==> config.mk <==
export PLATFORM = sky130hd
export DESIGN_NAME = reg_if
export DESIGN_NICKNAME = d
export VERILOG_FILES = /design/src/rtl/reg_if.sv
export SDC_FILE = /design/constraint.sdc
export NUM_CORES = 1
export LEC_CHECK = 0
export BUFFER_PORTS_ARGS = -buffer_cell sky130_fd_sc_hd__buf_4
export CORE_MARGIN = 2
export CORE_UTILIZATION = 54
export DETAILED_ROUTE_END_ITERATION = 10
export GPL_TIMING_DRIVEN = 0
export PLACE_DENSITY = 0.85
export RECOVER_POWER = 100
export SYNTH_ARGS = -nofsm -noshare
export SYNTH_HDL_FRONTEND = slang
export SYNTH_SLANG_ARGS = --single-unit
==> constraint.sdc <==
create_clock -name clk -period 2.25 [get_ports clk]
set_input_delay 0.45 -clock clk [delete_from_list [all_inputs] [get_ports clk]]
set_output_delay 0.45 -clock clk [all_outputs]
set_load 0.005 [all_outputs]
==> src/rtl/reg_if.sv <==
// reg_if: host-mapped control, status, scratch and ID register block
module reg_if #(
  parameter int ADDR_WIDTH = 8,
  parameter int DATA_WIDTH = 32,
  parameter logic [31:0] ID_VALUE = 32'h5245_4701
) (
  input  logic                  clk,
  input  logic                  reset_n,
  input  logic [ADDR_WIDTH-1:0] addr,
  input  logic [DATA_WIDTH-1:0] wdata,
  output logic [DATA_WIDTH-1:0] rdata,
  input  logic                  wen,
  input  logic                  ren,
  output logic [DATA_WIDTH-1:0] ctrl,
  input  logic [DATA_WIDTH-1:0] status_in,
  output logic [DATA_WIDTH-1:0] status
);
  localparam logic [ADDR_WIDTH-1:0] A_CTRL    = ADDR_WIDTH'(8'h00);
  localparam logic [ADDR_WIDTH-1:0] A_STATUS  = ADDR_WIDTH'(8'h04);
  localparam logic [ADDR_WIDTH-1:0] A_SCRATCH = ADDR_WIDTH'(8'h08);
  localparam logic [ADDR_WIDTH-1:0] A_ID      = ADDR_WIDTH'(8'h0C);
  localparam logic [DATA_WIDTH-1:0] ID        = DATA_WIDTH'(ID_VALUE);
  logic [DATA_WIDTH-1:0] ctrl_reg, scratch_reg, status_reg, rd_val;
  always_comb
    rd_val = addr == A_CTRL    ? ctrl_reg    :
             addr == A_STATUS  ? status_reg  :
             addr == A_SCRATCH ? scratch_reg :
             addr == A_ID      ? ID          : '0;
  always_ff @(posedge clk or negedge reset_n)
    if (!reset_n) begin
      ctrl_reg    <= '0;
      scratch_reg <= '0;
      status_reg  <= '0;
      rdata       <= '0;
    end else begin
      status_reg <= status_in;
      if (wen && addr == A_CTRL) ctrl_reg <= wdata;
      if (wen && addr == A_SCRATCH) scratch_reg <= wdata;
      if (ren) rdata <= rd_val;
    end
  assign ctrl   = ctrl_reg;
  assign status = status_reg;
endmodule

* After elaboration in Yosys (flattened, before gate mapping)
Cells that the tools add are included.
** Storage, ports and cells
- Flip-flop bits (word level) :: 128
- Bits of input ports :: 76
** Operators by class
- Eq/ne operators :: 3
- Mux-type cells :: 4
- Reductions and logical operators :: 3
** Operators by type and width (number)
- $mux 32 :: 3
- $mux 31 :: 1
- $eq 8x4->1 const B :: 2
- $eq 8x3->1 const B :: 1
- $logic_not 8->1 :: 1
- $logic_and 1x1->1 :: 2

* Depth between registers and ports, before layout
- Word-level depth :: 5
- Depth in mapped cells :: 5

* Worst setup path before layout
Ideal clock, no wire load.
- Path kind :: input -> register
- From :: input addr[3]
- To :: register scratch_reg[11]
- Setup time :: 125 ps
- Data arrival time :: 1515 ps
- Required time :: 2125 ps
- Path slack :: 609 ps
- Cell stages on the path :: 5
- Buffers on the path :: 2
- Path through :: clkbuf_1 and2b_1 nand4_4 buf_6 mux2_4
** Between the ends
- Word-level cells in the longest chain between the ends :: 2
** Ends and longest elaborated chain
- start, declared :: RTL line 9 : input logic [ADDR_WIDTH-1:0] addr,
- $eq 8x4->1 :: RTL line 38 : if (wen && addr == A_SCRATCH) scratch_reg <= wdata;
- $logic_and 1x1->1 :: RTL line 38
- end signal, assigned :: RTL line 38
- end, declared :: RTL line 23 : logic [DATA_WIDTH-1:0] ctrl_reg, scratch_reg, status_reg, rd_val;
No other way between the ends.
A chain may end at the register's enable or synchronous reset.

* Worst setup path in the final report
- From :: input addr[2]
- To :: register scratch_reg[28]
Same word-level chain as after synthesis.

==> results.sh <==
export IMPL_clk_pin_slew_worst_paths_ps=60
export IMPL_crit_fanout=10
export IMPL_grt_max_degree=76
export IMPL_use_met2_pct=45.7
export IMPL_ys_flop_type="dfrtp_1"
export IMPL_via_per_inst=5.38
export IMPL_final_max_slew_viol_count=0
export IMPL_maxCapViolCount=0
export IMPL_grt_ovfl_total=0
export IMPL_drt_pass1_iterations=4
export IMPL_cts_setup_buffers=0
export IMPL_critical_path_startpoint_type="primary input"
export IMPL_synthArstFlopShare_pct=100
export IMPL_via_count=3671
export IMPL_wl_per_cell_um=19.7
export IMPL_track_usage_pct=26.9
export IMPL_drc=0
export IMPL_syn_mean_instance_area_um2=14.8
export IMPL_ys_top_cells_by_area="dfrtp_1, mux2_4, mux2_2"
export IMPL_finalCriticalPeriod_ps=1770
export IMPL_cts_buffer_depth=2
export IMPL_critical_path_arrival_ps=2160
export IMPL_top_level_ports=172
export IMPL_die_area_um2=10500
export IMPL_dp_hpwl_um=9280
export IMPL_yosysMostFrequentCell="dfrtp_1"
export IMPL_syn_num_nets=428
export IMPL_die_y_um=102
export IMPL_irDropWorstVdd_uv=705
export IMPL_yosysSeqAreaShare_pct=61.4
export IMPL_hold_buffers=1
export IMPL_antenna_left=0
export IMPL_drtIter0Drc=98
export IMPL_wl_um=13500
export IMPL_synth_top_area_share_pct=61.4
export IMPL_status="complete, no violations"
export IMPL_place_area_um2=6670
export IMPL_period_share_pct=78.6
export IMPL_crit_path_end="scratch_reg[28]"
export IMPL_clock_latency_ps=510
export IMPL_core_area_um2=9280
export IMPL_path_class="primary input to flop"
export IMPL_worstRegToRegCells=3
export IMPL_place_congestion=0.780
export IMPL_yosys_top_cells_count="dfrtp_1, o22ai_1, mux2_4, mux2_2, inv_1"
export IMPL_final_setup_tns_ps=0
export IMPL_drive_gt1_share_pct=40.5
export IMPL_busiest_layer="met2"
export IMPL_rrSetupSlack_ps=1140
export IMPL_crit_start="addr[2]"
export IMPL_crit_required_ps=2640
export IMPL_yosysUniqueCellTypes=17
export IMPL_start_util_pct=56.2
export IMPL_syn_inst=352
export IMPL_rsz0062_at_grt="no"
export IMPL_yosysTopAreaCell="dfrtp_1"
export IMPL_antenna_found_initial=0
export IMPL_worstHoldPathType="primary input to flop"
export IMPL_synth_area_um2=5210
export IMPL_grt_pass1_wl_um=20700
export IMPL_hold_viol=0
export IMPL_n_antenna_cell=0
export IMPL_area_growth_synth_to_final_pct=33.5
export IMPL_yosys_warnings=0
export IMPL_cts_sinks=128
export IMPL_worst_pin_slew_ps=794
export IMPL_cts_buffers=17
export IMPL_setup_viol=0
export IMPL_relSlewSlack_pct=47.1
export IMPL_grt_pass1_vias=4017
export IMPL_cts_root_buf="clkbuf_8"
export IMPL_fmax_ghz=0.565
export IMPL_power_density_nw_per_um2=780
export IMPL_grtUsageMet1_pct=32.0
export IMPL_fin_nets=617
export IMPL_cts_tree="yes"
export IMPL_die_w_um=102
export IMPL_htreeDepth=4
export IMPL_worstReg2RegEnd="rdata[30]"
export IMPL_rows=35
export IMPL_ys_seq_elements=128
export IMPL_post_cts_resized=0
export IMPL_worst_setup_path_end_kind="flop"
export IMPL_use_met3_pct=9.51
export IMPL_reg2reg_from="ctrl[30]"
export IMPL_skew_ps=7.24
export IMPL_power_leakage_nw=3.49
export IMPL_io_buffers=168
export IMPL_postLayoutCellArea_um2=6960
export IMPL_synth_edf_count=0
## report_power, final
group / switching (mW) / total, mW / internal (mW)
Combinational: 0.203 / 0.450 / 0.246
Clock: 1.01 / 2.53 / 1.52
Sequential: 0.0570 / 2.45 / 2.39
Total: 1.27 / 5.43 / 4.16
## cell type report
type,count,area (um2)
Timing Repair Buffer,170,1220
Fill cell,630,2320
Buffer,24,108
Clock inverter,12,110
Inverter,32,120
Tap cell,129,161
Multi-Input combinational cell,168,1590
Sequential cell,128,3200
Clock buffer,19,442
## worst min path at each step
| stage | start | end | cells past startpoint |
|---|---|---|---|
| after floorplan | reset_n | ctrl[0] | 0 |
| after global placement | scratch_reg[25] | scratch_reg[25] | 1 |
| after detailed placement | reset_n | ctrl[22] | 1 |
| after CTS | status_in[24] | status[24] | 1 |
| after global routing | status_in[29] | status[29] | 1 |
| final | status_in[27] | status[27] | 1 |
## logic make-up (layout without fill, tap and decap cells)
group,Yosys count,in the layout,synth area share [%]
DFF,128,128,61.4
muxes,96,96,23.2
AOI/OAI and AO/OA,64,64,8.69
buffers and inverters,56,257,4.97
and+or+nand+nor,8,8,1.73
## per-stage QoR
stage               hold WS, ps  total power [mW]  worst slack [ps]  utilization [%]  cells
finish                     62.0              5.43               481             75.0    682
global placement            488              2.95               340             71.5    649
detailed placement          434              2.98               304             71.8    650
global route               37.0              5.62               412             75.0    682
floorplan                   154              2.67               609                -    352
CTS                        27.6              5.51               718             77.9    682
## cell usage in the layout (no fill, tap or decap), types with 2 or more instances in the layout
cell type	count
nand4_1	2
a2bb2oi_1	21
nor2_1	2
buf_6	3
inv_1	32
inv_6	3
mux2_2	33
o22ai_1	43
clkbuf_1	38
buf_2	2
buf_1	3
clkinv_2	3
dfrtp_1	128
mux2_1	35
mux2_4	7
clkinvlp_4	4
clkbuf_16	16
mux2i_1	21
clkbuf_4	108
clkbuf_8	3
buf_4	38
## worst max-delay path: stages
cell and delay (ps):
clkbuf_1 230, and2b_1 270, nand4_1 230, clkbuf_1 560
mux2_2 410
## per-layer routing
metal	wire, um	up-vias
met5	0	-
met4	194	0
met3	1020	21
met2	6920	146
met1	5320	1863
li1	-	1641
(Power assumes the default switching activity.)
